## config.mk

```make
export PLATFORM = sky130hd
export DESIGN_NAME = sump_cmd_decoder
export DESIGN_NICKNAME = d
export VERILOG_FILES = /design/src/rtl/sump_cmd_decoder_pkg.sv /design/src/rtl/sump_cmd_decoder.sv
export SDC_FILE = /design/constraint.sdc
export NUM_CORES = 1
export LEC_CHECK = 0
export BUFFER_PORTS_ARGS = -buffer_cell sky130_fd_sc_hd__buf_2
export CAP_MARGIN = 20
export CELL_PAD_IN_SITES_DETAIL_PLACEMENT = 1
export CELL_PAD_IN_SITES_GLOBAL_PLACEMENT = 1
export CORE_MARGIN = 2
export CORE_UTILIZATION = 28
export DETAILED_ROUTE_END_ITERATION = 8
export PLACE_DENSITY = 0.66
export SLEW_MARGIN = 20
export SYNTH_ARGS = -nofsm -noshare
export SYNTH_HDL_FRONTEND = slang
export SYNTH_SLANG_ARGS = --single-unit
```

## constraint.sdc

```tcl
create_clock -name clk_i -period 3.6 [get_ports clk_i]
set_input_delay 1.08 -clock clk_i [delete_from_list [all_inputs] [get_ports clk_i]]
set_output_delay 1.08 -clock clk_i [all_outputs]
set_load 0.1 [all_outputs]
```

## src/rtl/sump_cmd_decoder_pkg.sv

```systemverilog
// Shared definitions for the SUMP command decoder: opcode map, FSM states
// and the command word type.
package sump_cmd_decoder_pkg;

    typedef logic [31:0] cmd_word_t;

    typedef enum logic {
        IDLE = 1'b0,
        DATA = 1'b1
    } state_t;

    // Short commands (bit 7 clear)
    localparam logic [7:0] OP_RESET = 8'h00;
    localparam logic [7:0] OP_ARM   = 8'h01;
    localparam logic [7:0] OP_ID    = 8'h02;

    // Long commands (bit 7 set); stage opcodes carry the stage in bits 3:2
    localparam logic [7:0] OP_SET_MASK_BASE = 8'hC0;
    localparam logic [7:0] OP_SET_VAL_BASE  = 8'hC1;
    localparam logic [7:0] OP_SET_CFG_BASE  = 8'hC2;
    localparam logic [7:0] OP_SET_DIV       = 8'h80;
    localparam logic [7:0] OP_SET_CNT       = 8'h81;
    localparam logic [7:0] OP_SET_FLGS      = 8'h82;

    localparam logic [7:0] STAGE_FIELD_MASK = 8'h0C;

endpackage

```

## src/rtl/sump_cmd_decoder.sv

```systemverilog
// Assembles SUMP short (1-byte) and long (opcode + 4 data bytes, LSB first)
// commands into a 32-bit word plus one-cycle strobes, with an inter-byte timeout.
module sump_cmd_decoder
    import sump_cmd_decoder_pkg::*;
#(
    parameter int STAGES  = 4,
    parameter int TIMEOUT = 100000
) (
    input  logic              clk_i,
    input  logic              rst_i,
    input  logic [7:0]        rx_data_i,
    input  logic              rx_vld_i,
    output logic [31:0]       cmd_o,
    output logic [STAGES-1:0] set_mask_o,
    output logic [STAGES-1:0] set_val_o,
    output logic [STAGES-1:0] set_cfg_o,
    output logic              set_div_o,
    output logic              set_cnt_o,
    output logic              set_flgs_o,
    output logic              arm_o,
    output logic              sreset_o,
    output logic              id_o,
    output logic              busy_o
);

    localparam int TW = (TIMEOUT > 0) ? $clog2(TIMEOUT + 1) : 1;
    localparam logic [TW-1:0] TMO_LAST = TW'(TIMEOUT - 1);

    state_t      state;
    logic [7:0]  opcode;
    cmd_word_t   shadow;
    logic [1:0]  byte_cnt;
    logic [TW-1:0] tmo_cnt;
    logic [7:0]  kind_op;

    assign kind_op = opcode & ~STAGE_FIELD_MASK;

    always_ff @(posedge clk_i) begin
        // NOTE: strobes default low every cycle so each branch only raises its own
        // pulse; later non-blocking writes in the same block override this default.
        set_mask_o <= '0;
        set_val_o  <= '0;
        set_cfg_o  <= '0;
        set_div_o  <= 1'b0;
        set_cnt_o  <= 1'b0;
        set_flgs_o <= 1'b0;
        arm_o      <= 1'b0;
        sreset_o   <= 1'b0;
        id_o       <= 1'b0;

        if (rst_i) begin
            state    <= IDLE;
            opcode   <= '0;
            shadow   <= '0;
            byte_cnt <= '0;
            tmo_cnt  <= '0;
            cmd_o    <= '0;
            busy_o   <= 1'b0;
        end else begin
            case (state)
                IDLE: begin
                    if (rx_vld_i) begin
                        if (rx_data_i[7]) begin
                            opcode   <= rx_data_i;
                            byte_cnt <= '0;
                            tmo_cnt  <= '0;
                            busy_o   <= 1'b1;
                            state    <= DATA;
                        end else begin
                            case (rx_data_i)
                                OP_RESET: sreset_o <= 1'b1;
                                OP_ARM:   arm_o    <= 1'b1;
                                OP_ID:    id_o     <= 1'b1;
                                default:  ;
                            endcase
                        end
                    end
                end

                DATA: begin
                    if (rx_vld_i) begin
                        tmo_cnt <= '0;
                        shadow[{byte_cnt, 3'b000} +: 8] <= rx_data_i;
                        if (byte_cnt == 2'd3) begin
                            cmd_o  <= {rx_data_i, shadow[23:0]};
                            busy_o <= 1'b0;
                            state  <= IDLE;
                            // Stage strobes: stages beyond STAGES match no index and drop out
                            for (int i = 0; i < STAGES; i++) begin
                                if (opcode[3:2] == 2'(i)) begin
                                    case (kind_op)
                                        OP_SET_MASK_BASE: set_mask_o[i] <= 1'b1;
                                        OP_SET_VAL_BASE:  set_val_o[i]  <= 1'b1;
                                        OP_SET_CFG_BASE:  set_cfg_o[i]  <= 1'b1;
                                        default:          ;
                                    endcase
                                end
                            end
                            case (opcode)
                                OP_SET_DIV:  set_div_o  <= 1'b1;
                                OP_SET_CNT:  set_cnt_o  <= 1'b1;
                                OP_SET_FLGS: set_flgs_o <= 1'b1;
                                default:     ;
                            endcase
                        end else begin
                            byte_cnt <= byte_cnt + 2'd1;
                        end
                    end else if (TIMEOUT != 0 && tmo_cnt == TMO_LAST) begin
                        // Abort: the partial word is dropped and cmd_o keeps its old value
                        state    <= IDLE;
                        busy_o   <= 1'b0;
                        byte_cnt <= '0;
                        tmo_cnt  <= '0;
                        shadow   <= '0;
                    end else begin
                        tmo_cnt <= tmo_cnt + 1'b1;
                    end
                end

                default: state <= IDLE;
            endcase
        end
    end

endmodule

```

==> results of run 1 <==
-- per-layer routing --
metal	part of all wire [%]	global-route usage (%)	vias up
met5	0	0	-
met4	1.9	6.54	0
met3	3.7	3.31	13
met2	47	23.4	53
met1	47	19.0	1644
li1	-	-	1717
-- how the worst max path moves through the flow --
stage,startpoint,depth (start not counted),to,slack [ns]
after floorplan,rx_data_i[7],5,id_o,0.95
after global placement,rx_vld_i,5,tmo_cnt[14],0.82
after detailed placement,rx_vld_i,5,tmo_cnt[12],0.68
after CTS,rx_vld_i,5,tmo_cnt[12],1.03
after global routing,rx_vld_i,5,tmo_cnt[12],0.94
final,rx_vld_i,5,tmo_cnt[12],1.03
-- cell usage in the layout (no fill, tap or decap), drive strengths merged, types with 7 or more instances in the layout --
master	n
a22o	7
buf	68
nand3	13
inv	7
dfxtp	103
or3	10
nand4	7
mux2i	16
a211oi	8
clkbuf	13
nor2	26
a21oi	44
nor3	8
o21ai	9
nand2b	17
nand2	112
-- power by group through the flow --
stage / logic (µW) / registers [µW] / clock network (µW)
after global routing: 107 / 1160 / 972
after detailed placement: 96.8 / 1190 / 0
after CTS: 97.4 / 1160 / 912
after global placement: 94.9 / 1190 / 0
final: 97.3 / 1160 / 884
after floorplan: 63.6 / 1190 / 0
-- worst register-to-register path: stages (launching register included) --
cell and delay (ns):
dfxtp_1 0.69, a21oi_2 0.20, or4b_1 0.67, or3_1 0.36, a211oi_1 0.28
-- through the flow --
step,cells,worst slack [ns],power [µW],instance area [µm²]
after floorplan,469,0.946,1250,4070
after global placement,695,0.818,1280,4550
after detailed placement,695,0.685,1290,4550
after CTS,711,1.03,2170,4810
after global routing,712,0.936,2240,4810
final,712,1.03,2140,4810
-- flip-flops by register name (all words and copies together), names as in the netlist --
name,count
set_flgs_o,1
busy_o,1
set_cnt_o,1
shadow,24
set_div_o,1
id_o,1
set_mask_o,4
cmd_o,32
set_val_o,4
opcode,8
state,1
tmo_cnt,17
byte_cnt,2
arm_o,1
set_cfg_o,4
sreset_o,1
-- cell type report --
type / count / area share (%)
clock buffer: 13 / 4.99
multi-input combinational: 333 / 38.9
antenna: 1 / 0.0520
clock inverter: 3 / 0.416
timing repair buffer: 68 / 7.44
inverter: 7 / 0.546
sequential: 103 / 42.9
tap: 184 / 4.79
-- cells by family after synthesis --
group / after synthesis / synth area share [%]
buffers and inverters: 33 / 3.32
xor gates and xnor gates: 5 / 1.08
AOI/OAI and AO/OA: 80 / 12.0
and+or+nand+nor: 226 / 27.2
DFF: 103 / 50.7
muxes: 16 / 3.94
adders and majority gates: 6 / 1.84
==> metrics, run 1 <==
post-cts sizing count 0; CTS H-tree lvls 3; Post-Synthesis Cell Area roughly 4100 µm²; Clk network pwr share roughly 41%; largest net degree at the start of global routing 37; critical path class in -> reg; antenna-violating nets left 0; final WL between 10,000 and 15,000 µm; Async SR Flop Fraction 0%; Hold Fails Final Rpt 0; Synth top area share between 50 and 60%; Die X ~120 µm; Flop pwr share 54.2%; Worst Setup End Kind flip-flop; critical path peak fanout 15; area leader, netlist dfxtp_1; vias in the first global route about 3,600; clock skew about 0.0052 ns; FP Rows between 40 and 50; CP bufs+invs 1; internal power around 1600 µW; 1st-iter DRT viols ~150; r2r endpoint tmo_cnt[12]; clock buffer depth 2; Setup violations, final 0; global route overflow 0; layout cell share with drive strength beyond 1 ~17%; GRT Util Overall about 15%; FF/Latch Area a little over 2000 µm²; biggest cell delay along the critical path approximately 0.66 ns; most instantiated library cell after synthesis nand2_1; crit share post-route 71.5%; commonest cells in the netlist 112 x nand2_1, 103 x dfxtp_1, 43 x a21oi_1, 26 x nor2_1, 22 x clkbuf_1; vias after detailed routing between 3,000 and 4,000; Pre-Repair DR Iteration Count 4; root cell of the clock tree clkbuf_16; Post-synth EDFFs 0; TritonCTS clock tree done; Post-DP HPWL 7740 µm; Max-slew headroom a little over two fifths; FF+latch count, synth 103; Chip Height between 100 and 150 µm; Switching Share ~23%; Psw between 400 and 500 µW; unrepaired setup endpoints after global routing no; # port buffers a little over 60; vias per cell slightly below 5; Max VDD drop between 0.0002 and 0.00025 V; hold path start cmd_o[13]; Clk pin slew, worst setup/hold paths about 0.070 ns; synth warn 0; Final min period approximately 2.6 ns; Layout Nets ~540; Initial Utilization between 20% and 30%; Core ar. approximately 14,000 µm²; first-pass GRT wire length roughly 18,000 µm; critical-path cell list buf_2 > a21oi_2 > or4b_1 > or3_1 > a211oi_1; Setup Fix Bufs, Post-CTS 0; Mapped Cells approximately 470; Clock Latency Late Sink between 0.3 and 0.4 ns; CTS buffer count 9; number of remaining DRC errors 0; Critical Path Start Type primary input; post-layout util between 30% and 40%; Critical Path RT a little under 4 ns; worst r2r src state; max-slew violations 0; Max Freq 389 MHz; Leak between 0.0015 and 0.002 µW; hold path cells 2; Worst path slowest cell or4b_1; Syn Nets 486; clk sink count between 100 and 150; die area around 16,000 µm²; Arr. time, crit path roughly 2.8 ns; Reg2Reg Setup Slack roughly 1.3 ns; post-synthesis sequential area ratio approximately 51%; min-delay worst type reg -> reg; max_cap viols 0; P&R area growth vs syn 18.2%; outcome complete, no violations; Hold Path Sink cmd_o[13]; ys flop type dfxtp_1; fillcell total approximately 1,700; multi-input logic area approximately 1900 µm²; logic gate share of total power about 4.5%; initial antenna violation count 1; # hold bufs at CTS 0; Worst Tran Pin Value ~0.86 ns; Synth cell types 47; RD Place Congestion 0.782; WL/cell about 15 µm; Post-Syn Area per Cell approximately 8.7 µm²; final hold slack 0.453 ns; Final TNS setup 0 ns; largest cells by area after synthesis dfxtp_1 51%, nand2_1 10%, a21oi_1 5.3%; I/O Pins 62; pwr/cell area 446 nW/µm²; worst reg2reg path depth 4; delay-heaviest family, CP simple AND/OR/NAND/NOR gates
Note: power is estimated with default switching activity, not from simulation.
==> inputs of run 2 (changes only) <==
--- a/config.mk
+++ b/config.mk
@@ -12,7 +12,7 @@
 export CORE_MARGIN = 2
 export CORE_UTILIZATION = 28
 export DETAILED_ROUTE_END_ITERATION = 8
-export PLACE_DENSITY = 0.66
+export PLACE_DENSITY = 0.68
 export SLEW_MARGIN = 20
 export SYNTH_ARGS = -nofsm -noshare
 export SYNTH_HDL_FRONTEND = slang
==> constraint.sdc (replaced) <==
create_clock -name clk_i -period 2.15 [get_ports clk_i]
set_input_delay 0.645 -clock clk_i [delete_from_list [all_inputs] [get_ports clk_i]]
set_output_delay 0.645 -clock clk_i [all_outputs]
set_load 0.1 [all_outputs]
==> run 2 against run 1 <==
- first-iteration DRC count rose by 6.0%
- combinational power increased by 96%
- via count increased by 3.6%
- cell count is 2.7% higher
- worst hold slack hardly changed
- non-clock buffer count up 20
- worst setup slack got worse by 0.86 ns
- critical path depth unchanged
- core utilization up 1.3 points
- critical endpoint unchanged
- highest routed layer unchanged
==> metrics, run 2 (synthesis gave the netlist of run 1 again) <==
outcome complete, no violations (unchanged); Max Freq 504 MHz; post-layout util 34.8% (was 33.5%); vias per cell 4.85 (was 4.81); Leak 0.00182 µW (was 0.00170 µW); worst r2r src tmo_cnt[0] (was state); final WL 10,900 µm (was 11,000 µm); Hold Path Sink cmd_o[5] (was cmd_o[13]); Core ar. 14,400 µm² (unchanged); hold path start cmd_o[5] (was cmd_o[13]); Critical Path Start Type flip-flop (was primary input); max-slew violations 0 (unchanged); Finished Layout Cells 731 (was 712); post-layout instance area 5000 µm² (was 4810 µm²); dpl cells 715 (was 695); clk sink count 103 (unchanged); critical path peak fanout 5 (was 15); antenna-violating nets left 0 (unchanged); P&R area growth vs syn 22.8% (was 18.2%); hold path cells 2 (unchanged); clock skew 0.00641 ns (was 0.00517 ns); worst reg2reg path depth 5 (was 4); TritonCTS clock tree done (unchanged); vias after detailed routing 3,549 (was 3,427); I/O Pins 62 (unchanged); critical path class reg -> reg (was in -> reg); Hold Fails Final Rpt 0 (unchanged); r2r endpoint tmo_cnt[12] (unchanged); clock buffer depth 2 (unchanged); die area 15,500 µm² (unchanged); pre-CTS WS -0.133 ns (was 0.685 ns); Arr. time, crit path 2.23 ns (was 2.83 ns); Setup Fix Bufs, Post-CTS 0 (unchanged); Die X 125 µm (unchanged); GRT Util Overall 14.8% (was 14.7%); number of remaining DRC errors 0 (unchanged); min-delay worst type reg -> reg (unchanged); root cell of the clock tree clkbuf_16 (unchanged); first-pass GRT wire length 18,700 µm (was 18,500 µm); final hold slack 0.453 ns (about the same); FP Rows 44 (unchanged); Chip Height 125 µm (unchanged); Final min period between 1.5 and 2 ns; Max VDD drop 0.000319 V (was 0.000213 V); post-cts sizing count 0 (unchanged); biggest cell delay along the critical path 0.50 ns (was 0.66 ns); unrepaired setup endpoints after global routing no (unchanged); # hold bufs at CTS 0 (unchanged); global route overflow 0 (unchanged); # port buffers 61 (unchanged); Largest Register cmd_o (unchanged); highest metal used met4 (unchanged); Post-DP HPWL 7960 µm (was 7740 µm); Worst path slowest cell or4b_1 (unchanged); n_diodes 0 (was 1); met3 WL post-DR 316 µm (was 410 µm); Worst Tran Pin Value 0.495 ns (was 0.861 ns); Setup violations, final 0 (unchanged); WL/cell 15.0 µm (was 15.5 µm); top flop regs cmd_o x32, shadow x24, tmo_cnt x17 (unchanged); initial antenna violation count 0 (was 1); CTS buffer count 9 (unchanged); layout cell share with drive strength beyond 1 19.9% (was 16.9%); largest net degree at the start of global routing 41 (was 37); pwr/cell area 722 nW/µm² (was 446 nW/µm²); Clock Latency Late Sink 0.34 ns (was 0.35 ns); crit share post-route ~92%; Clk pin slew, worst setup/hold paths 0.07 ns (about the same); CTS H-tree lvls 3 (unchanged); max_cap viols 0 (unchanged); most common cell after layout, fill and taps aside nand2_1 (unchanged); RD Place Congestion 0.791 (was 0.782); Initial Utilization 28.3% (unchanged); Max-slew headroom 67.2% (was 42.2%); vias in the first global route 3,724 (was 3,557); Cell Area, Placed 4740 µm² (was 4550 µm²); most frequent cells in the layout 112 x nand2_1, 103 x dfxtp_1, 61 x buf_2, 43 x a21oi_1, 26 x nor2_1 (unchanged); Worst Setup End Kind flip-flop (unchanged); final worst setup slack 0.166 ns (was 1.03 ns); Reg2Reg Setup Slack 0.17 ns (was 1.31 ns); Layout Nets 559 (was 539); crit path launch tmo_cnt[0] (was rx_vld_i); Metal-1 WL 5220 µm (was 5170 µm); 1st-iter DRT viols 158 (was 149); Critical Path RT 2.39 ns (was 3.85 ns); Routed met2 length 5330 µm (was 5220 µm); Pre-Repair DR Iteration Count 4 (unchanged); max reg flops 32 (unchanged); critical-path cell list ha_1 > and4_1 > or4b_1 > or3_1 > a211oi_1 (was buf_2 > a21oi_2 > or4b_1 > or3_1 > a211oi_1)
## run 2: changes by cell type in the layout (fill, tap and decap cells not counted), sizes merged
cell	delta
diode	-1
buf	+20
## run 2: through the flow
| stage | setup TNS [ns] | power [µW] |
|---|---|---|
| 6_report | 0 | 3610 |
| 3_3_place_gp | -0.229 | 2170 |
| 5_1_grt | 0 | 3780 |
| 2_1_floorplan | -0.137 | 2090 |
| 4_1_cts | 0 | 3650 |
| 3_5_place_dp | -0.603 | 2180 |
## run 2: metal layers
| layer | vias up | global-route usage [%] |
|---|---|---|
| li1 | 1757 | - |
| met1 | 1736 | 19.4 |
| met2 | 52 | 24.6 |
| met3 | 4 | 2.66 |
| met4 | 0 | 4.56 |
| met5 | - | 0 |
## run 2: area by class of cell
class	instances	area [µm²]
multi-input combinational	333	1870
clock inverter	3	20.0
fill	1727	9370
inverter	7	26.3
sequential	103	2060
timing repair buffer	88	546
tap	184	230
clock buffer	13	240
## run 2: where the power goes
| group | internal (µW) | switching [µW] | total [µW] |
|---|---|---|---|
| Combinational | 65.6 | 126 | 191 |
| Sequential | 1920 | 17.1 | 1940 |
| Clock | 786 | 688 | 1470 |
## run 2: critical path: cells and delay by family, from the launching register on
family                   cells  cell delay, ns
AND/OR/NAND/NOR              3            1.06
flip-flops                   1            0.39
AO/OA/AOI/OAI                1            0.25
adder cells (fa/ha/maj)      1            0.19
## run 2: worst max-delay path by stage
stage                  end  cells past startpoint
6_report       tmo_cnt[12]                      5
3_3_place_gp          id_o                      5
4_1_cts        tmo_cnt[12]                      5
5_1_grt        tmo_cnt[12]                      5
3_5_place_dp   tmo_cnt[12]                      6
2_1_floorplan         id_o                      5
==> inputs of run 3 (changes only) <==
==> constraint.sdc (replaced) <==
create_clock -name clk_i -period 2.15 [get_ports clk_i]
set_input_delay 0.215 -clock clk_i [delete_from_list [all_inputs] [get_ports clk_i]]
set_output_delay 0.215 -clock clk_i [all_outputs]
set_load 0.1 [all_outputs]
==> run 3 against run 2 <==
- clock power up 16%
- non-clock buffer count down 11
- flip-flop and latch count unchanged
- first-iteration DRC count up 3.8%
- clock skew up 0.0012 ns
- power up 6.0%
- global-route usage down 0.52 points
- critical path depth unchanged
- critical endpoint is now tmo_cnt[16]
- largest cell class unchanged
==> metrics, run 3 (synthesis gave the netlist of run 1 again) <==
grt met2 use 23.8% (was 24.6%); WL/cell 15.1 µm (was 15.0 µm); Cell Area, Placed 4620 µm² (was 4740 µm²); max_cap viols 0 (unchanged); CTS H-tree lvls 3 (unchanged); Pre-Repair DR Iteration Count 4 (unchanged); most common cell after layout, fill and taps aside nand2_1 (unchanged); grt met1 use 18.6% (was 19.4%); min-delay worst type in -> reg (was reg -> reg); Critical Path RT 2.41 ns (was 2.39 ns); Clk pin slew, worst setup/hold paths 0.07 ns (about the same); Arr. time, crit path 2.32 ns (was 2.23 ns); most frequent cells in the layout 112 x nand2_1, 103 x dfxtp_1, 61 x buf_2, 43 x a21oi_1, 26 x nor2_1 (unchanged); initial antenna violation count 0 (unchanged); Worst Setup End Kind flip-flop (unchanged); pwr/cell area 774 nW/µm² (was 722 nW/µm²); Setup violations, final 0 (unchanged); Max Freq 485 MHz (was 504 MHz); Die X 125 µm (unchanged); CTS buffer count 9 (unchanged); vias after detailed routing 3,504 (was 3,549); max-slew violations 0 (unchanged); Leak 0.00178 µW (was 0.00182 µW); critical path class reg -> reg (unchanged); P&R area growth vs syn 21.4% (was 22.8%); # port buffers 61 (unchanged); Worst Tran Pin Value 0.497 ns (was 0.495 ns); layout cell share with drive strength beyond 1 19.4% (was 19.9%); RD Place Congestion 0.817 (was 0.791); Layout Nets 548 (was 559); antenna-violating nets left 0 (unchanged); critical path peak fanout 6 (was 5); 1st-iter DRT viols 164 (was 158); Clock Latency Late Sink 0.35 ns (was 0.34 ns); post-layout instance area 4940 µm² (was 5000 µm²); I/O Pins 62 (unchanged); die area 15,500 µm² (unchanged); Max-slew headroom 67.1% (was 67.2%); # hold bufs at CTS 0 (unchanged); top flop regs cmd_o x32, shadow x24, tmo_cnt x17 (unchanged); final WL 10,900 µm (about the same); GR Util met3 2.75% (was 2.66%); clock buffer depth 2 (unchanged); Max VDD drop 0.000352 V (was 0.000319 V); root cell of the clock tree clkbuf_16 (unchanged); final hold slack 0.181 ns (was 0.453 ns); Chip Height 125 µm (unchanged); Final min period 2.06 ns (was 1.98 ns); total power 3820 µW (was 3610 µW); Most Used Layer, Global Route met2 (unchanged); Post-DP HPWL 7700 µm (was 7960 µm); outcome complete, no violations (unchanged); Initial Utilization 28.3% (unchanged); clock skew 0.00762 ns (was 0.00641 ns); vias per cell 4.87 (was 4.85); max reg flops 32 (unchanged); largest net degree at the start of global routing 42 (was 41); Largest Register cmd_o (unchanged); global route overflow 0 (unchanged); TritonCTS clock tree done (unchanged); clk sink count 103 (unchanged); crit share post-route 95.9% (was 92.3%); FP Rows 44 (unchanged); vias in the first global route 3,633 (was 3,724); number of remaining DRC errors 0 (unchanged); Setup Fix Bufs, Post-CTS 0 (unchanged); first-pass GRT wire length 18,200 µm (was 18,700 µm); Reg2Reg Setup Slack 0.09 ns (was 0.17 ns); final worst setup slack 0.0892 ns (was 0.166 ns); GRT Util Overall 14.2% (was 14.8%); Core ar. 14,400 µm² (unchanged); Critical Path Start Type flip-flop (unchanged); Hold Fails Final Rpt 0 (unchanged); n_diodes 0 (unchanged); pre-CTS WS 0.0654 ns (was -0.133 ns)
[run 3: changes by cell type in the layout (fill, tap and decap cells not counted), moves of 2 or more]
cell,previous run,this run
clkbuf_1,4,0
clkbuf_8,0,2
clkinv_4,0,2
buf_4,24,16
buf_12,3,0
[run 3: worst paths after layout]
path                              startpoint           to  cells after the start
worst max-delay path              tmo_cnt[0]  tmo_cnt[16]                      5
worst min-delay path            rx_data_i[6]    cmd_o[30]                      3
worst max register to register    tmo_cnt[0]  tmo_cnt[16]                      5
worst min register to register      cmd_o[5]     cmd_o[5]                      2
[run 3: per-layer routing]
layer | part of all wire [%] | vias to the layer above
met5 | 0 | -
met4 | 1.1 | 0
met3 | 3.0 | 11
met2 | 48 | 48
met1 | 48 | 1708
li1 | - | 1737
[run 3: metrics by stage]
step	cells	utilization (%)	TNS (ns)
CTS	720	34.3	0
global route	720	34.4	-0.00158
detailed placement	704	32.1	0
floorplan	469	-	0
finish	720	34.4	0
global placement	704	32.1	0
[run 3: where the power goes]
| part | total (µW) | leakage [µW] | switching (µW) | internal, µW |
|---|---|---|---|---|
| registers | 1940 | 0.000831 | 19.7 | 1920 |
| logic | 177 | 0.000798 | 123 | 54.3 |
| clock network | 1700 | 0.000152 | 730 | 974 |
| total | 3820 | 0.00178 | 872 | 2950 |
[run 3: final cells by class]
class | instances | area, µm²
well taps | 184 | 230
repair buffers | 77 | 425
inverters | 7 | 26.3
clock buffers | 11 | 253
multi-input cells | 333 | 1880
flip-flops and latches | 103 | 2060
clock inverters | 5 | 63.8
fillers | 1716 | 9430
[run 3: timing repair]
item | 4_1_cts | 5_1_grt
resized for setup | 0 | 2
hold endpoints to repair | 0 | 0
endpoints found under the setup margin | 0 | 3
[run 3: worst max-delay path, stage by stage (launching register included)]
cell and delay [ns]:
dfxtp_1 0.41, ha_2 0.24, and4_1 0.23, or4b_4 0.50, or3_1 0.32, a211oi_1 0.26
